==> config.mk <==
export PLATFORM = sky130hd
export DESIGN_NAME = stopwatch_ctrl
export DESIGN_NICKNAME = d
export VERILOG_FILES = /design/src/rtl/stopwatch_pkg.sv /design/src/rtl/button_conditioner.sv /design/src/rtl/stopwatch_ctrl.sv
export SDC_FILE = /design/constraint.sdc
export NUM_CORES = 1
export LEC_CHECK = 0
export BUFFER_PORTS_ARGS = -buffer_cell sky130_fd_sc_hd__buf_2
export CAP_MARGIN = 40
export CORE_AREA = 2 2 58 115
export DETAILED_ROUTE_END_ITERATION = 12
export DIE_AREA = 0 0 60 117
export GPL_TIMING_DRIVEN = 1
export HOLD_SLACK_MARGIN = 0.12
export SLEW_MARGIN = 20
export SYNTH_ARGS = -nofsm -noshare
export SYNTH_HDL_FRONTEND = slang
export SYNTH_SLANG_ARGS = --single-unit
==> constraint.sdc <==
create_clock -name clk -period 2.1 [get_ports clk]
set_clock_uncertainty 0.05 [all_clocks]
set_input_delay 0.42 -clock clk [delete_from_list [all_inputs] [get_ports clk]]
set_output_delay 0.42 -clock clk [all_outputs]
set_load 0.02 [all_outputs]
==> src/rtl/stopwatch_pkg.sv <==
// Shared state encoding and default timing constants for the mm:ss stopwatch controller.
package stopwatch_pkg;

   typedef enum logic [1:0] {
      ST_IDLE  = 2'b00,
      ST_RUN   = 2'b01,
      ST_PAUSE = 2'b10,
      ST_LAP   = 2'b11
   } state_t;

   localparam int unsigned DEF_TICK_DIV   = 5000000;
   localparam int unsigned DEF_TICK_W     = 23;
   localparam int unsigned DEF_DEB_CYCLES = 50000;
   localparam int unsigned DEF_DEB_W      = 16;

endpackage

==> src/rtl/button_conditioner.sv <==
// Raw button -> 2-flop sync -> debounce (STOPWATCH_DEBOUNCE_EN) -> one-cycle press pulse.
module button_conditioner #(
   parameter int unsigned DEB_CYCLES = 50000,
   parameter int unsigned DEB_W      = 16
) (
   input  logic clk,
   input  logic reset,
   input  logic btn,
   output logic press
);

   logic sync1;
   logic sync2;
   logic level;
   logic level_d;

   always_ff @(posedge clk or negedge reset) begin
      if (!reset) begin
         sync1 <= 1'b0;
         sync2 <= 1'b0;
      end else begin
         sync1 <= btn;
         sync2 <= sync1;
      end
   end

`ifdef STOPWATCH_DEBOUNCE_EN
   logic [DEB_W-1:0] deb_cnt;

   // Accept a new level only after DEB_CYCLES consecutive disagreeing samples.
   always_ff @(posedge clk or negedge reset) begin
      if (!reset) begin
         level   <= 1'b0;
         deb_cnt <= '0;
      end else if (sync2 != level) begin
         if (deb_cnt == DEB_W'(DEB_CYCLES - 1)) begin
            level   <= sync2;
            deb_cnt <= '0;
         end else begin
            deb_cnt <= deb_cnt + DEB_W'(1);
         end
      end else begin
         deb_cnt <= '0;
      end
   end
`else
   // Debounce sizing is ignored in this build; both arms pass the synchronized level through.
   if ((DEB_CYCLES + DEB_W) != 0) begin : g_direct
      assign level = sync2;
   end else begin : g_direct_zero
      assign level = sync2;
   end
`endif

   always_ff @(posedge clk or negedge reset) begin
      if (!reset) begin
         level_d <= 1'b0;
         press   <= 1'b0;
      end else begin
         level_d <= level;
         press   <= level & ~level_d;
      end
   end

endmodule

==> src/rtl/stopwatch_ctrl.sv <==
// Start/stop/lap/clear sequencer and 1 Hz prescaler for the mm:ss stopwatch.
// Build option: STOPWATCH_DEBOUNCE_EN enables the button debounce filter.
module stopwatch_ctrl
   import stopwatch_pkg::*;
#(
   parameter int unsigned TICK_DIV   = DEF_TICK_DIV,
   parameter int unsigned TICK_W     = DEF_TICK_W,
   parameter int unsigned DEB_CYCLES = DEF_DEB_CYCLES,
   parameter int unsigned DEB_W      = DEF_DEB_W
) (
   input  logic       clk,
   input  logic       reset,
   input  logic       btn_ss,
   input  logic       btn_lr,
   input  logic       at_max,
   output logic       cnt_ce,
   output logic       cnt_clr,
   output logic       freeze,
   output logic       running,
   output logic [1:0] state
);

   logic              ss_p;
   logic              lr_p;
   state_t            state_q;
   state_t            state_d;
   logic [TICK_W-1:0] presc_q;
   logic [TICK_W-1:0] presc_d;
   logic              ce_d;
   logic              clr_d;
   logic              tick;

   button_conditioner #(.DEB_CYCLES(DEB_CYCLES), .DEB_W(DEB_W)) u_cond_ss (
      .clk   (clk),
      .reset (reset),
      .btn   (btn_ss),
      .press (ss_p)
   );

   button_conditioner #(.DEB_CYCLES(DEB_CYCLES), .DEB_W(DEB_W)) u_cond_lr (
      .clk   (clk),
      .reset (reset),
      .btn   (btn_lr),
      .press (lr_p)
   );

   assign tick = (presc_q == TICK_W'(TICK_DIV - 1));

   // Next state, prescaler and output strobes; ss_p always takes priority over lr_p.
   always_comb begin
      state_d = state_q;
      presc_d = presc_q;
      ce_d    = 1'b0;
      clr_d   = 1'b0;
      case (state_q)
         ST_IDLE: begin
            presc_d = '0;
            if (ss_p) begin
               state_d = ST_RUN;
            end else if (lr_p) begin
               clr_d = 1'b1;
            end
         end
         ST_RUN, ST_LAP: begin
            presc_d = tick ? '0 : presc_q + TICK_W'(1);
            if (tick && at_max) begin
               // Saturate at 59:59: stop without counting and drop the partial second.
               state_d = ST_PAUSE;
               presc_d = '0;
            end else begin
               ce_d = tick;
               if (ss_p) begin
                  state_d = ST_PAUSE;
               end else if (lr_p) begin
                  state_d = (state_q == ST_RUN) ? ST_LAP : ST_RUN;
               end
            end
         end
         ST_PAUSE: begin
            if (ss_p) begin
               state_d = ST_RUN;
            end else if (lr_p) begin
               state_d = ST_IDLE;
               clr_d   = 1'b1;
               presc_d = '0;
            end
         end
         default: begin
            state_d = ST_IDLE;
            presc_d = '0;
         end
      endcase
   end

   always_ff @(posedge clk or negedge reset) begin
      if (!reset) begin
         state_q <= ST_IDLE;
         presc_q <= '0;
         cnt_ce  <= 1'b0;
         cnt_clr <= 1'b0;
         freeze  <= 1'b0;
         running <= 1'b0;
      end else begin
         state_q <= state_d;
         presc_q <= presc_d;
         cnt_ce  <= ce_d;
         cnt_clr <= clr_d;
         freeze  <= (state_d == ST_LAP);
         running <= (state_d == ST_RUN) || (state_d == ST_LAP);
      end
   end

   assign state = state_q;

endmodule

==> results of run 1 <==
## report_power, final
group	total [mW]	internal (mW)	switching [mW]
logic	0.235	0.0974	0.137
registers	0.785	0.732	0.0534
clock network	0.826	0.558	0.269
## worst reg2reg max path, stage by stage, from the launching register on
cell     delay (ns)
dfrtp_1        0.41
nor4b_1        0.38
nand3_2        0.21
o41a_4         0.52
a21o_1         0.18
a22o_1         0.17
## layer usage
| metal | share of wire (%) | global-route usage [%] | vias to the layer above |
|---|---|---|---|
| met5 | 0 | 0 | - |
| met1 | 47 | 16.7 | 732 |
| met4 | 1.7 | 6.22 | 0 |
| met2 | 48 | 18.9 | 23 |
| li1 | - | - | 709 |
| met3 | 2.5 | 2.31 | 4 |
## area by class of cell
type | count | area [um^2]
clock buffer | 6 | 129
sequential | 36 | 901
fill | 618 | 4000
timing repair buffer | 20 | 140
clock inverter | 2 | 35.0
inverter | 9 | 33.8
tap | 86 | 108
multi-input combinational | 127 | 863
## cell usage in the layout (no fill, tap or decap), drive strengths merged, types with 7 or more instances in the layout
master,count
o21ai,14
nand2,17
buf,19
a31oi,11
inv,9
nand4,9
dfrtp,36
a21oi,13
nor2,7
## cell usage after synthesis (all sizes together)
cell,number,area (um^2)
o21ai,14,70.1
a41oi,2,17.5
nand4,9,62.6
clkbuf,4,15.0
mux2,1,11.3
nor3,3,20.0
a21oi,13,80.1
nor3b,2,20.0
nand2b,1,6.26
nor2,7,26.3
nor4,4,31.3
a21o,3,22.5
xnor2,1,8.76
o41ai,1,16.3
and3b,2,17.5
or2,1,6.26
a31oi,11,68.8
mux2i,1,10.0
or3,6,37.5
buf,5,42.5
nor2b,2,12.5
a22o,4,35.0
or2b,1,7.51
and4,1,11.3
or4,1,11.3
and3,3,18.8
ha,1,12.5
o41a,1,21.3
nand2,17,71.3
nand3b,1,7.51
nor4b,2,17.5
nand3,6,30.0
inv,9,33.8
xor2,3,26.3
dfrtp,36,901
## worst max path at each step
stage                      startpoint          end  slack, ns  depth (start not counted)
final                     presc_q[12]   presc_q[3]       0.08                          5
after global placement    presc_q[10]   presc_q[3]       0.09                          5
after floorplan           presc_q[13]   presc_q[3]       0.26                          6
after CTS                 presc_q[10]   presc_q[3]       0.06                          5
after global routing      presc_q[12]  presc_q[20]      -0.02                          5
after detailed placement  presc_q[10]   presc_q[3]       0.08                          5
## timing repair
| item | 4_1_cts | 5_1_grt |
|---|---|---|
| hold buffers | 0 | 1 |
| endpoints found under the hold margin | 0 | 24 |
| gates resized for setup | 0 | 4 |
| setup endpoints to repair | 0 | 6 |
## logic make-up (layout without fill, tap and decap cells)
logic type      count (synthesis)  in the layout  synth area share, %
compound gates                 49             51                 18.3
mux                             2              2                 1.18
flops                          36             36                 49.8
buf+inv                        18             37                 5.05
fa+ha+maj                       1              1                0.692
xor+xnor                        4              4                 1.94
simple gates                   69             69                 23.0
## through the flow
step           cell area (um^2)  std cells  setup WS [ns]  hold WS (ns)
3_3_place_gp               1970        274         0.0918         0.286
4_1_cts                    2130        282         0.0610         0.198
3_5_place_dp               1970        274         0.0812         0.287
5_1_grt                    2210        286        -0.0190         0.197
2_1_floorplan              1810        179          0.264        0.0744
6_report                   2210        286         0.0807         0.201
==> summary.md, run 1 <==
| Metric | Value |
|---|---|
| Syn. warnings | `0` |
| Critical path's slowest cell | `o41a_4` |
| Hold Path End | `u_cond_ss.sync1` |
| Antenna violations before repair | `0` |
| Vias in the first global route | `1370` |
| Critical path cell sequence | `nor4b_1, nand3_2, o41a_4, a21o_1, a22o_1` |
| # Post-CTS Setup Buffers | `0` |
| Depth of the most critical reg-to-reg path | `5` |
| Worst skew pair latency | `around 0.28 ns` |
| Maximum clock rate | `between 400 and 500 MHz` |
| Cell Pwr Density | `835 nW/um^2` |
| Clock Path Buffers | `2` |
| Htree depth | `2` |
| GRT Total Usage | `12.4%` |
| Max-cap viol count | `0` |
| Final worst-path cycle share | `~96%` |
| Total global routing overflow | `0` |
| CP delay by family, top | `compound AO/OA/AOI/OAI gates` |
| Via count | `about 1500` |
| Chip height | `between 100 and 150 um` |
| CP Capture Type | `flop` |
| CP arrival | `between 2 and 2.5 ns` |
| Final hold vios | `0` |
| Final core utilization | `approximately 36%` |
| Initial DRC count | `between 60 and 70` |
| CP required | `roughly 2.2 ns` |
| # IOs | `11` |
| PortBufs | `10` |
| Critical path class | `reg -> reg` |
| Setup TNS | `0 ns` |
| Clock slew at reported path FFs | `approximately 0.050 ns` |
| Seq/Total Area, Yosys | `approximately half` |
| Slew headroom | `~58%` |
| Worst Hold Class | `in -> reg` |
| Layout cell share with drive strength beyond 1 | `between 20% and 30%` |
| Root Driver | `clkbuf_16` |
| CTS Buf Count | `5` |
| CP Launch Type | `flop` |
| Crit path time final | `roughly 2 ns` |
| Initial Util | `about 30%` |
| ANT nets after route | `0` |
| Post-Syn Area | `approximately 1800 um^2` |
| Leakage | `around 0.96 nW` |
| DIE AREA | `7020 um^2` |
| FP Rows | `41` |
| Synthesized area per cell | `approximately 10 um^2` |
| Synth cell types | `44` |
| Core area | `6210 um^2` |
| Final Max Slew Viols | `0` |
| Antenna Cells | `0` |
| Hold_sp | `btn_ss` |
| Largest net degree at the start of global routing | `37` |
| Critical R2R Capture | `presc_q[3]` |
| Final nets | `between 200 and 250` |
| First-pass GRT wire length | `6540 um` |
| WL final | `between 4000 and 5000 um` |
| GP Congestion | `about 0.80` |
| Critical path peak fanout | `7` |
| Wire length per cell | `14.2 um` |
| CTS sink cnt | `36` |
| Biggest register | `presc_q` |
| CTS tree | `done` |
| Slowest cell delay on critical path | `between 0.5 and 0.6 ns` |
| DRC violations left | `0` |
| Syn_nets | `185` |
| Synth-to-layout area growth | `22.2%` |
| Least-Margin Pin Slew | `0.636 ns` |
| Crit path buf inv count | `0` |
| RR Startpoint | `presc_q[12]` |
| Hold Crit Depth | `1` |
| R2R Setup Slk | `approximately 0.081 ns` |
| Pre-Repair DR Iteration Count | `4` |
| Setup violations, final | `0` |
| DP HPWL | `2530 um` |
| Vias/cell | `slightly above 5` |
| Max reg flops | `23` |
| Die Span X | `roughly 60 um` |
| Yosys reg bits | `36` |
| Pwr Total | `roughly 1.8 mW` |
| Max VDD drop | `between 0.0007 and 0.0008 V` |
| Mapped Cells | `about 180` |
| Outcome | `finished, final reports clean` |
(Power assumes the default switching activity.)
==> run 2, diff against run 1 <==
clock period = 2.2 ns   (was 2.1 ns; I/O delays follow)
==> run 2 against run 1 <==
Largest cell class unchanged; critical endpoint unchanged; power fell by 5.8%; combinational power fell by 11%; cell area fell by 2.8%; first-iteration DRC count rose by 46%; critical path type unchanged; highest routed layer unchanged; worst setup slack improved by 0.052 ns; register-to-register slack improved by 0.05 ns.
==> summary.md, run 2 (synthesis results as in run 1) <==
| Metric | Value |
|---|---|
| Maximum clock rate | `484 MHz (was 495 MHz)` |
| DRC violations left | `0 (unchanged)` |
| CTS sink cnt | `36 (unchanged)` |
| Layout cell share with drive strength beyond 1 | `19.5% (was 23.0%)` |
| Placed Cells | `271 (was 274)` |
| Root Driver | `clkbuf_16 (unchanged)` |
| WL final | `3770 um (was 4050 um)` |
| Cell Pwr Density | `810 nW/um^2 (was 835 nW/um^2)` |
| Most common cell after layout, fill and taps aside | `dfrtp_1 (unchanged)` |
| First-pass GRT wire length | `6440 um (was 6540 um)` |
| Via count | `1403 (was 1468)` |
| Htree depth | `2 (unchanged)` |
| Final worst-path cycle share | `94.0% (was 96.2%)` |
| Chip height | `117 um (unchanged)` |
| Total global routing overflow | `0 (unchanged)` |
| Slew headroom | `59.6% (was 57.6%)` |
| Critical path peak fanout | `25 (was 7)` |
| Final nets | `200 (was 205)` |
| DP HPWL | `2610 um (was 2530 um)` |
| Vias in the first global route | `1386 (was 1370)` |
| Leakage | `0.939 nW (was 0.961 nW)` |
| Vias/cell | `4.99 (was 5.13)` |
| Wire length per cell | `13.4 um (was 14.2 um)` |
| Max-cap viol count | `0 (unchanged)` |
| CP Launch Type | `flop (unchanged)` |
| Multi-input gate area | `816 um^2 (was 863 um^2)` |
| Fillers | `632 (was 618)` |
| CP arrival | `2.18 ns (was 2.14 ns)` |
| FP Rows | `41 (unchanged)` |
| GP Congestion | `0.799 (was 0.795)` |
| GRT Total Usage | `12.2% (was 12.4%)` |
| CTS Buf Count | `5 (unchanged)` |
| Cts repair resizes | `0 (unchanged)` |
| Largest net degree at the start of global routing | `37 (unchanged)` |
| Worst Hold Class | `in -> reg (unchanged)` |
| DIE AREA | `7020 um^2 (unchanged)` |
| CP required | `2.31 ns (was 2.22 ns)` |
| Critical path class | `reg -> reg (unchanged)` |
| Antenna violations before repair | `0 (unchanged)` |
| Initial DRC count | `95 (was 65)` |
| Non-filler cells, final | `281 (was 286)` |
| Antenna Cells | `0 (unchanged)` |
| Final hold vios | `0 (unchanged)` |
| Outcome | `finished, final reports clean (unchanged)` |
| Most frequent cells in the layout | `36 x dfrtp_1, 16 x nand2_1, 11 x a31oi_1 (unchanged)` |
| RSZ-0062 raised after global routing | `no` |
| Max VDD drop | `0.000577 V (was 0.000779 V)` |
| Clock slew at reported path FFs | `0.05 ns (about the same)` |
| ANT nets after route | `0 (unchanged)` |
| Max reg flops | `23 (unchanged)` |
| Setup TNS | `0 ns (unchanged)` |
| Biggest register | `presc_q (unchanged)` |
| Pre-Repair DR Iteration Count | `4 (unchanged)` |
| # IOs | `11 (unchanged)` |
| Initial Util | `29.1% (unchanged)` |
| CTS tree | `done (unchanged)` |
| Core area | `6210 um^2 (unchanged)` |
| Clock Path Buffers | `2 (unchanged)` |
| Synth-to-layout area growth | `18.8% (was 22.2%)` |
| CP Capture Type | `flop (unchanged)` |
| Least-Margin Pin Slew | `0.600 ns (was 0.636 ns)` |
| Die Span X | `60 um (unchanged)` |
| Setup violations, final | `0 (unchanged)` |
| Crit path time final | `2.07 ns (was 2.02 ns)` |
| Worst skew pair latency | `0.28 ns (about the same)` |
| PortBufs | `10 (unchanged)` |
| Sequential cell area | `901 um^2 (unchanged)` |
| Final Max Slew Viols | `0 (unchanged)` |
| Final core utilization | `34.6% (was 35.6%)` |
## run 2: worst max-delay path: stages, from the launching register on
cell and delay [ns]:
dfrtp_1 0.44, nor4b_1 0.37, nand3_1 0.19, o41a_4 0.53
a21o_1 0.20, a22o_1 0.17
## run 2: final timing paths
| kind | endpoint | from | cells after the start | slack (ns) |
|---|---|---|---|---|
| hold reg to reg | u_cond_ss.level | u_cond_ss.sync1 | 0 | 0.30 |
| min in group asynchronous | presc_q[8] | reset | 2 | 0.57 |
| max in group asynchronous | presc_q[19] | reset | 3 | 1.11 |
| setup / recovery | presc_q[3] | presc_q[10] | 5 | 0.13 |
| hold / removal | u_cond_ss.sync1 | btn_ss | 1 | 0.22 |
| setup reg to reg | presc_q[3] | presc_q[10] | 5 | 0.13 |
## run 2: final cells by class
class / instances / share of cell area [%]
Inverter: 9 / 1.57
Timing Repair Buffer: 17 / 5.83
Clock buffer: 6 / 6.00
Multi-Input combinational cell: 125 / 38.0
Tap cell: 86 / 5.01
Clock inverter: 2 / 1.63
Sequential cell: 36 / 42.0
## run 2: per-stage QoR
stage,setup slack [ns],hold slack (ns),total power [mW],area [um^2]
final,0.133,0.222,1.74,2150
after global routing,0.00450,0.212,1.83,2150
after CTS,0.105,0.217,1.76,2110
after detailed placement,0.114,0.287,0.965,1950
after global placement,0.138,0.286,0.957,1950
after floorplan,0.364,0.0944,0.909,1810
## run 2: routing by layer
metal / vias to the layer above / wire (um) / track usage (%)
li1: 686 / - / -
met1: 685 / 1810 / 16.1
met2: 27 / 1780 / 18.8
met3: 5 / 94 / 2.64
met4: 0 / 74 / 5.33
met5: - / 0 / 0
## run 2: where the power goes
group	switching (mW)	internal (mW)	total, mW
Sequential	0.0486	0.699	0.747
Combinational	0.125	0.0857	0.210
Clock	0.250	0.532	0.782
Total	0.423	1.32	1.74
## run 2: what timing repair did
item | in CTS | in global routing
hold buffers | 0 | 1
hold endpoints to repair | 0 | 12
buffers inserted | 0 | 0
